### config.mk
export PLATFORM = sky130hd
export DESIGN_NAME = calc_key_sequencer_flat
export DESIGN_NICKNAME = d
export VERILOG_FILES = /design/src/rtl/calc_pkg.sv /design/src/rtl/calc_key_sequencer_if.sv /design/src/rtl/calc_digit_accum.sv /design/src/rtl/calc_key_sequencer.sv /design/src/flat_wrapper.sv
export SDC_FILE = /design/constraint.sdc
export NUM_CORES = 1
export LEC_CHECK = 0
export ABC_AREA = 0
export CAP_MARGIN = 40
export CORE_MARGIN = 1
export CORE_UTILIZATION = 49
export DETAILED_ROUTE_END_ITERATION = 10
export GPL_TIMING_DRIVEN = 0
export PLACE_DENSITY_LB_ADDON = 0.12
export SYNTH_ARGS = -nofsm -noshare
export SYNTH_HDL_FRONTEND = slang
export SYNTH_SLANG_ARGS = --single-unit
### constraint.sdc
create_clock -name clk -period 5 [get_ports clk]
set_clock_uncertainty 0.1 [all_clocks]
set_input_delay 1.25 -clock clk [delete_from_list [all_inputs] [get_ports clk]]
set_output_delay 1.25 -clock clk [all_outputs]
set_load 0.01 [all_outputs]
### src/rtl/calc_pkg.sv
// rtl/calc_pkg.sv - shared encodings and limits for the calculator key sequencer
package calc_pkg;

  typedef enum logic [2:0] {
    ST_ENTRY_A = 3'd0,
    ST_ENTRY_B = 3'd1,
    ST_EVAL    = 3'd2,
    ST_RESULT  = 3'd3,
    ST_ERROR   = 3'd4
  } state_t;

  localparam logic [1:0] OP_SUM = 2'b00;
  localparam logic [1:0] OP_SUB = 2'b01;
  localparam logic [1:0] OP_MUL = 2'b10;
  localparam logic [1:0] OP_DIV = 2'b11;

  localparam logic [3:0] DIGIT_MAX   = 4'd9;
  localparam logic [3:0] KEY_OP_BASE = 4'd10;
  localparam logic [3:0] KEY_EQ      = 4'd14;
  localparam logic [3:0] KEY_CLR     = 4'd15;

  localparam logic [19:0] OPERAND_MAX = 20'd65535;

  function automatic logic [1:0] key_to_op(input logic [3:0] code);
    logic [3:0] rel;
    rel = code - KEY_OP_BASE;
    return rel[1:0];
  endfunction

endpackage

### src/rtl/calc_key_sequencer_if.sv
// rtl/calc_key_sequencer_if.sv - key input, ALU operand/result and display bundle
interface calc_key_sequencer_if;
  logic        key_valid;
  logic [3:0]  key_code;
  logic [15:0] res;
  logic        isValid;
  logic [15:0] num1;
  logic [15:0] num2;
  logic [1:0]  op;
  logic        calc_go;
  logic [15:0] display;
  logic        busy;
  logic        error;

  modport master (
    input  key_valid, key_code, res, isValid,
    output num1, num2, op, calc_go, display, busy, error
  );

  modport slave (
    output key_valid, key_code, res, isValid,
    input  num1, num2, op, calc_go, display, busy, error
  );
endinterface

### src/rtl/calc_digit_accum.sv
// rtl/calc_digit_accum.sv - operand*10+digit with 16-bit overflow detection
module calc_digit_accum
  import calc_pkg::*;
(
  input  logic [15:0] operand,
  input  logic [3:0]  digit,
  output logic [15:0] sum,
  output logic        overflow
);

  // 20 bits holds the worst case 65535*10+9
  logic [19:0] full;

  always_comb begin
    full     = {4'b0000, operand} * 20'd10 + {16'h0000, digit};
    sum      = full[15:0];
    overflow = (full > OPERAND_MAX);
  end

endmodule

### src/rtl/calc_key_sequencer.sv
// rtl/calc_key_sequencer.sv - keypad-driven operand entry and ALU evaluation sequencer
module calc_key_sequencer
  import calc_pkg::*;
(
  input  logic                   clk,
  input  logic                   rst,
  calc_key_sequencer_if.master   bus
);

  state_t      state_q, state_d;
  logic [15:0] num1_q, num1_d;
  logic [15:0] num2_q, num2_d;
  logic [1:0]  op_q, op_d;
  logic        calc_go_q, calc_go_d;
  logic [15:0] display_q, display_d;
  logic        busy_q, busy_d;
  logic        error_q, error_d;
  logic        b_digit_q, b_digit_d;

  logic [15:0] acc_in, acc_sum;
  logic        acc_ovf;
  logic        is_digit, is_op, is_eq, is_clr;

  assign acc_in = (state_q == ST_ENTRY_B) ? num2_q : num1_q;

  calc_digit_accum u_accum (
    .operand  (acc_in),
    .digit    (bus.key_code),
    .sum      (acc_sum),
    .overflow (acc_ovf)
  );

  always_comb begin
    is_digit = bus.key_valid && (bus.key_code <= DIGIT_MAX);
    is_op    = bus.key_valid && (bus.key_code >= KEY_OP_BASE) && (bus.key_code < KEY_EQ);
    is_eq    = bus.key_valid && (bus.key_code == KEY_EQ);
    is_clr   = bus.key_valid && (bus.key_code == KEY_CLR);
  end

  always_comb begin
    state_d   = state_q;
    num1_d    = num1_q;
    num2_d    = num2_q;
    op_d      = op_q;
    display_d = display_q;
    b_digit_d = b_digit_q;
    calc_go_d = 1'b0;
    busy_d    = 1'b0;
    error_d   = error_q;

    if (is_clr) begin
      state_d   = ST_ENTRY_A;
      num1_d    = '0;
      num2_d    = '0;
      op_d      = OP_SUM;
      display_d = '0;
      b_digit_d = 1'b0;
      error_d   = 1'b0;
    end else begin
      unique case (state_q)
        ST_ENTRY_A: begin
          if (is_digit && !acc_ovf) begin
            num1_d    = acc_sum;
            display_d = acc_sum;
          end else if (is_op) begin
            op_d      = key_to_op(bus.key_code);
            num2_d    = '0;
            b_digit_d = 1'b0;
            state_d   = ST_ENTRY_B;
          end
        end
        ST_ENTRY_B: begin
          if (is_digit && !acc_ovf) begin
            num2_d    = acc_sum;
            display_d = acc_sum;
            b_digit_d = 1'b1;
          end else if (is_op && !b_digit_q) begin
            op_d = key_to_op(bus.key_code);
          end else if (is_eq) begin
            state_d   = ST_EVAL;
            calc_go_d = 1'b1;
            busy_d    = 1'b1;
          end
        end
        ST_EVAL: begin
          // The ALU result is captured on the edge that closes the single EVAL cycle
          if (bus.isValid) begin
            num1_d    = bus.res;
            display_d = bus.res;
            state_d   = ST_RESULT;
          end else begin
            display_d = '0;
            error_d   = 1'b1;
            state_d   = ST_ERROR;
          end
        end
        ST_RESULT: begin
          if (is_digit) begin
            num1_d    = {12'h000, bus.key_code};
            display_d = {12'h000, bus.key_code};
            state_d   = ST_ENTRY_A;
          end else if (is_op) begin
            op_d      = key_to_op(bus.key_code);
            num2_d    = '0;
            b_digit_d = 1'b0;
            state_d   = ST_ENTRY_B;
          end else if (is_eq) begin
            state_d   = ST_EVAL;
            calc_go_d = 1'b1;
            busy_d    = 1'b1;
          end
        end
        ST_ERROR: begin
          state_d = ST_ERROR;
        end
        default: begin
          state_d = ST_ENTRY_A;
        end
      endcase
    end
  end

  always_ff @(posedge clk or posedge rst) begin
    if (rst) begin
      state_q   <= ST_ENTRY_A;
      num1_q    <= '0;
      num2_q    <= '0;
      op_q      <= OP_SUM;
      calc_go_q <= 1'b0;
      display_q <= '0;
      busy_q    <= 1'b0;
      error_q   <= 1'b0;
      b_digit_q <= 1'b0;
    end else begin
      state_q   <= state_d;
      num1_q    <= num1_d;
      num2_q    <= num2_d;
      op_q      <= op_d;
      calc_go_q <= calc_go_d;
      display_q <= display_d;
      busy_q    <= busy_d;
      error_q   <= error_d;
      b_digit_q <= b_digit_d;
    end
  end

  assign bus.num1    = num1_q;
  assign bus.num2    = num2_q;
  assign bus.op      = op_q;
  assign bus.calc_go = calc_go_q;
  assign bus.display = display_q;
  assign bus.busy    = busy_q;
  assign bus.error   = error_q;

endmodule

### src/flat_wrapper.sv
// flat-port wrapper written by rule: the top's interface ports become plain ports
module calc_key_sequencer_flat import calc_pkg::*;
  (clk, rst, bus_key_valid, bus_key_code, bus_res, bus_isValid, bus_num1, bus_num2, bus_op, bus_calc_go, bus_display, bus_busy, bus_error);
  calc_key_sequencer_if bus_i ();
  input  logic clk;
  input  logic rst;
  input wire logic [$bits(bus_i.key_valid)-1:0] bus_key_valid;
  input wire logic [$bits(bus_i.key_code)-1:0] bus_key_code;
  input wire logic [$bits(bus_i.res)-1:0] bus_res;
  input wire logic [$bits(bus_i.isValid)-1:0] bus_isValid;
  output wire logic [$bits(bus_i.num1)-1:0] bus_num1;
  output wire logic [$bits(bus_i.num2)-1:0] bus_num2;
  output wire logic [$bits(bus_i.op)-1:0] bus_op;
  output wire logic [$bits(bus_i.calc_go)-1:0] bus_calc_go;
  output wire logic [$bits(bus_i.display)-1:0] bus_display;
  output wire logic [$bits(bus_i.busy)-1:0] bus_busy;
  output wire logic [$bits(bus_i.error)-1:0] bus_error;
  assign bus_i.key_valid = bus_key_valid;
  assign bus_i.key_code = bus_key_code;
  assign bus_i.res = bus_res;
  assign bus_i.isValid = bus_isValid;
  assign bus_num1 = bus_i.num1;
  assign bus_num2 = bus_i.num2;
  assign bus_op = bus_i.op;
  assign bus_calc_go = bus_i.calc_go;
  assign bus_display = bus_i.display;
  assign bus_busy = bus_i.busy;
  assign bus_error = bus_i.error;
  calc_key_sequencer u_core (.clk(clk), .rst(rst), .bus(bus_i));
endmodule
# Word level (Yosys, flattened, before mapping)

Index checks and enable logic that the tools add are counted.

Flip-flop bits (word level): 56
Input port bits: 24
Output and inout port bits: 53
Word-level logic and storage cells: 101

$add $sub $neg: 2
Multipliers: 1
Magnitude comparators: 4
Equality and inequality tests: 18
Muxes and demuxes: 47
Reductions and logical operators: 21

Operators by type and width:

| operator              | number |
|---|---|
| $mux 16               | 11 |
| $pmux 16 s3           | 3 |
| $mux 3                | 9 |
| $add 20x4->20         | 1 |
| $gt 20x16->1 const B  | 1 |
| $mul 16x3->19 const B | 1 |
| $ne 3x2->1 const B    | 6 |
| $pmux 3 s5            | 1 |
| $mux 1                | 14 |
| $mux 2                | 6 |
| $ne 3x1->1 const B    | 4 |
| $reduce_and 4->1      | 3 |
| $reduce_bool 4->1     | 3 |
| $eq 4x4->1 const B    | 2 |
| $logic_and 1x1->1     | 7 |
| $eq 3x2->1 const B    | 2 |
| $pmux 2 s3            | 1 |
| $reduce_and 5->1      | 1 |
| $ge 4x4->1 const B    | 1 |
| $le 4x4->1 const B    | 1 |
| $lt 4x4->1 const B    | 1 |
| $eq 3x1->1 const B    | 1 |
| $eq 3x3->1 const B    | 1 |
| $logic_not 3->1       | 1 |
| 10 further kinds      | 11 |

# Depth between registers and ports, before layout

Depth after elaboration: 10
Depth in mapped cells: 18
Depth with buffers taken out: 15

# By module

A second synthesis with hierarchy kept.

Cells, all modules: 509
Area, all modules: 4,220.3 µm²

Modules (own cells, without submodules):

| module             | times used | cells an instance | area an instance (µm²) |
|---|---|---|---|
| calc_key_sequencer | 1          | 356               | 2,976.6 |
| calc_digit_accum   | 1          | 153               | 1,243.7 |

# Least setup slack after synthesis

OpenSTA, ideal clock, no wires.

Path kind: reg2reg
Start point: register u_core.state_q[1]
End point: register u_core.num1_q[12] (netlist: u_core.bus.num1[12])
Arrival: 4.884 ns
Data required time: 4.779 ns
Path slack: -0.105 ns
Stages on the path, launching flop included: 17
Path buffers: 3
Period minus slack after synthesis: 5.105 ns
Cells stage by stage: dfrtp_1 > buf_2 > nor3b_2 > clkbuf_1 > mux2_2 > ha_1 > ha_1 > fa_1 > xor2_1 > nor3b_1 > and2_1 > nand4_2 > or4_4 > a211oi_4 > nor2_4 > buf_6 > a32o_2

Word-level cells in the longest chain between the ends: 9

RTL lines:

| item                              | line                      | source |
|---|---|---|
| start, declared                   | calc_key_sequencer.sv:10  | `state_t state_q, state_d;` |
| start signal, assigned            | calc_key_sequencer.sv:135 | `state_q <= state_d;` |
| $eq 3x1->1                        | calc_key_sequencer.sv:24  | `assign acc_in = (state_q == ST_ENTRY_B) ? num2_q : num1_q;` |
| $mux 16                           | calc_key_sequencer.sv:24  |  |
| $mul 16x3->19                     | calc_digit_accum.sv:15    | `full = {4'b0000, operand} * 20'd10 + {16'h0000, digit};` |
| $add 20x4->20                     | calc_digit_accum.sv:15    |  |
| $gt 20x16->1                      | calc_digit_accum.sv:17    | `overflow = (full > OPERAND_MAX);` |
| $logic_not 1->1                   | calc_key_sequencer.sv:62  | `if (is_digit && !acc_ovf) begin` |
| $logic_and 1x1->1                 | calc_key_sequencer.sv:62  |  |
| $ne 3x1->1 (no source line)       | n/a                       |  |
| $reduce_and 4->1 (no source line) | n/a                       |  |
| end signal, assigned              | calc_key_sequencer.sv:136 | `num1_q <= num1_d;` |
| end, declared                     | calc_key_sequencer.sv:11  | `logic [15:0] num1_q, num1_d;` |

Several ways; a longest one is shown, not always the timed one. The select of a mux whose other input is x is not followed.
A chain may end at the register's enable or synchronous reset.

# Final worst setup path

Ends and elaborated chain as after synthesis.

==> flow_metrics.env <==
export IMPL_hold_start="u_core.bus.op[0]"
export IMPL_powerDensity_nw_per_um2=693
export IMPL_wl_um=14200
export IMPL_crit_fanout=9
export IMPL_core_area_um2=8720
export IMPL_wl_per_cell_um=19.8
export IMPL_worstPathCellList="buf_4 > nor3b_4 > clkbuf_8 > mux2_2 > ha_1 > ha_2 > fa_2 > and3_1 > o21ai_1 > and3_1 > o211a_1 > nand4_4 > or4_4 > a211oi_4 > nor2_4 > buf_12 > a32o_2"
export IMPL_timing_hold_ws_ns=0.400
export IMPL_cts_root_buf="clkbuf_8"
export IMPL_yosysTopAreaCell="dfrtp_1"
export IMPL_finalSetupViolCount=0
export IMPL_grt_pass1_wl_um=22100
export IMPL_drive_gt1_share_pct=16.0
export IMPL_num_vias=4375
export IMPL_outcome="finished clean"
export IMPL_nFillCells=759
export IMPL_initial_core_util_pct=50.7
export IMPL_synth_top_cell_area_share_pct=31.7
export IMPL_slowest_stage="or4_4"
export IMPL_seq_area_um2=1400
export IMPL_synth_flop_cell="dfrtp_1"
export IMPL_synth_sequential_area_ratio_pct=31.7
export IMPL_grt_antenna_before_repair=0
export IMPL_insertion_delay_ns=0.31
export IMPL_dieHeight_um=97.0
export IMPL_grt_total_usage_pct=29.4
export IMPL_hold_viol=0
export IMPL_place_area_um2=5340
export IMPL_reg2reg_depth=17
export IMPL_syn_avg_cell_area_um2=8.87
export IMPL_cp_required_ns=5.11
export IMPL_min_period_ns=4.87
export IMPL_final_nets=654
export IMPL_synthCells=499
export IMPL_r2r_slack_ns=0.13
export IMPL_syn_area_um2=4420
export IMPL_post_route_cell_area_um2=5810
export IMPL_worstSetupEndpointType="flip-flop"
export IMPL_startpoint_type="flip-flop"
export IMPL_synth_area_top_cells="dfrtp_1, ha_1, mux2i_1"
export IMPL_hpwl_um=10500
export IMPL_tightest_slew_ns=0.699
export IMPL_crit_top_cell="and3_1"
export IMPL_async_flop_share_pct=100
export IMPL_cts_max_path_buffers=2
export IMPL_via_per_inst=6.13
export IMPL_cpPeakStageDelay_ns=0.56
export IMPL_numCtsBuffers=5
export IMPL_final_cell_mix="clkdlybuf4s50_1, dfrtp_1, nand2_1"
export IMPL_fin_util_pct=66.6
export IMPL_drtIter0Drc=318
export IMPL_multiInputGateArea_um2=2980
export IMPL_ys_ff_latch=56
export IMPL_cts_sinks=56
export IMPL_clk_pin_slew_ns=0.10
export IMPL_synth_distinct_cells=76
export IMPL_io_buffers=76
export IMPL_grt_pass1_vias=4171
export IMPL_peakVddDrop_uv=268
export IMPL_worst_slew_margin_rel_pct=53.1
export IMPL_min_path_type="flip-flop to flip-flop"
export IMPL_hold_depth=2
export IMPL_period_share_pct=97.4
export IMPL_worstPathArrival_ns=4.98
export IMPL_finalPower_uw=4020
export IMPL_overflow=0
export IMPL_r2r_end="u_core.bus.num1[12]"
export IMPL_io_pins=77
export IMPL_first_pass_iters=5
export IMPL_fmax_ghz=0.205
export IMPL_slew_violations=0
export IMPL_whs_endpoint="u_core.bus.op[0]"
export IMPL_die_w_um=97.0
export IMPL_place_gp_congestion=0.961
export IMPL_ant_nets=0
export IMPL_ys_warn_count=0
export IMPL_design_die_area_um2=9410
export IMPL_grt_max_degree=31
export IMPL_synth_edf_count=0
export IMPL_max_cap_violations=0
export IMPL_layout_commonest_cell="clkdlybuf4s50_1"
export IMPL_cts_htree_levels=2
export IMPL_ctsHoldBuffers=0
export IMPL_rows=34
export IMPL_drc_errors=0
export IMPL_area_delta_synth_final_pct=31.3
export IMPL_p_leak_uw=0.00269
export IMPL_tritoncts="done"
export IMPL_worstSetupPathType="flip-flop to flip-flop"
export IMPL_synthesis_nets=548
export IMPL_n_antenna_cell=0
export IMPL_r2r_start="u_core.state_q[1]"
## synthesized netlist by cell type (2+ instances only)
| cell type | number |
|---|---|
| nor3_1 | 7 |
| a21o_1 | 5 |
| o22a_1 | 2 |
| a31oi_1 | 4 |
| xor2_1 | 16 |
| dfrtp_1 | 56 |
| a211oi_1 | 3 |
| nor2_1 | 33 |
| o21a_1 | 6 |
| o211ai_1 | 8 |
| o21ai_1 | 3 |
| o211a_1 | 2 |
| xor2_2 | 3 |
| buf_4 | 2 |
| a32o_1 | 5 |
| clkbuf_1 | 16 |
| buf_1 | 2 |
| o2bb2ai_1 | 8 |
| and2_1 | 5 |
| fa_1 | 2 |
| nor4_1 | 3 |
| or2_2 | 3 |
| and3_1 | 11 |
| nand3_1 | 22 |
| a21oi_1 | 31 |
| or3_1 | 6 |
| nor2b_1 | 3 |
| o2111ai_1 | 4 |
| a22o_1 | 9 |
| buf_2 | 6 |
| o31ai_1 | 3 |
| inv_1 | 17 |
| nand2b_1 | 3 |
| mux2_2 | 6 |
| ha_1 | 23 |
| o21ai_0 | 31 |
| nand4_1 | 6 |
| nor3b_1 | 3 |
| mux2i_1 | 22 |
| nand2_1 | 51 |
| a22oi_1 | 2 |
| xnor2_1 | 12 |
## sequential cells by signal, indices dropped and copies added, names as in the netlist
name and count:
u_core.bus.display 16, u_core.bus.error 1, u_core.bus.num1 16, u_core.bus.op 2
u_core.state_q 3, u_core.bus.num2 16, u_core.b_digit_q 1, u_core.bus.calc_go 1
## critical path, delay by kind of cell (launching register included)
family / cells / cell delay [ns]
and+or+nand+nor: 6 / 1.50
AOI/OAI and AO/OA: 4 / 0.98
adders and majority gates: 3 / 0.90
buffers and inverters: 3 / 0.56
muxes: 1 / 0.38
DFF: 1 / 0.37
## cell families after synthesis
kind of cell	after synthesis	synth area share, %
buf+inv	44	4.24
fa+ha+maj	25	7.41
compound gates	144	23.3
simple gates	169	19.6
flops	56	31.7
mux	29	6.76
xor+xnor	32	7.01
## worst max-delay path by stage
stage	depth (start not counted)	slack, ns	startpoint	to
final	17	0.13	u_core.state_q[1]	u_core.bus.num1[12]
after global routing	17	-0.03	u_core.state_q[1]	u_core.bus.num1[12]
after CTS	17	0.003	u_core.state_q[1]	u_core.bus.display[9]
after detailed placement	16	-0.99	u_core.state_q[1]	u_core.bus.num2[14]
after global placement	16	-0.85	u_core.state_q[1]	u_core.bus.num2[14]
after floorplan	16	0.03	u_core.state_q[1]	u_core.bus.num1[12]
## timing repair
action                                  4_1_cts  5_1_grt
setup buffers                                 8       13
endpoints found under the setup margin       50       50
pin swaps                                     4       10
resized for setup                            15       31
cloned                                        0        1
endpoints found under the hold margin         0        0
## area by class of cell
type,instances,area share [%]
plain buffers,27,2.65
clock buffers,8,1.55
inverters,17,1.10
multi-input cells,399,51.4
flip-flops and latches,56,24.1
well taps,108,2.33
repair buffers,99,16.9
## power breakdown
part	internal (uW)	switching [uW]	leakage, uW
clock	114	151	0.0000455
sequential	621	165	0.000730
combinational	1350	1620	0.00191
## metal layers
layer | GRT usage (%) | up-vias | wire length [um]
li1 | - | 2034 | -
met1 | 42.8 | 2135 | 6490
met2 | 46.3 | 182 | 6540
met3 | 4.05 | 24 | 933
met4 | 6.77 | 0 | 199
met5 | 0 | - | 0
## per-stage QoR
stage | TNS [ns] | instances | setup WS (ns)
floorplan | 0 | 499 | 0.0317
global placement | -28.53 | 683 | -0.849
detailed placement | -34.70 | 684 | -0.989
CTS | 0 | 700 | 0.00252
global route | -0.163 | 714 | -0.0318
finish | 0 | 714 | 0.132
Note: power is estimated with default switching activity, not from simulation.
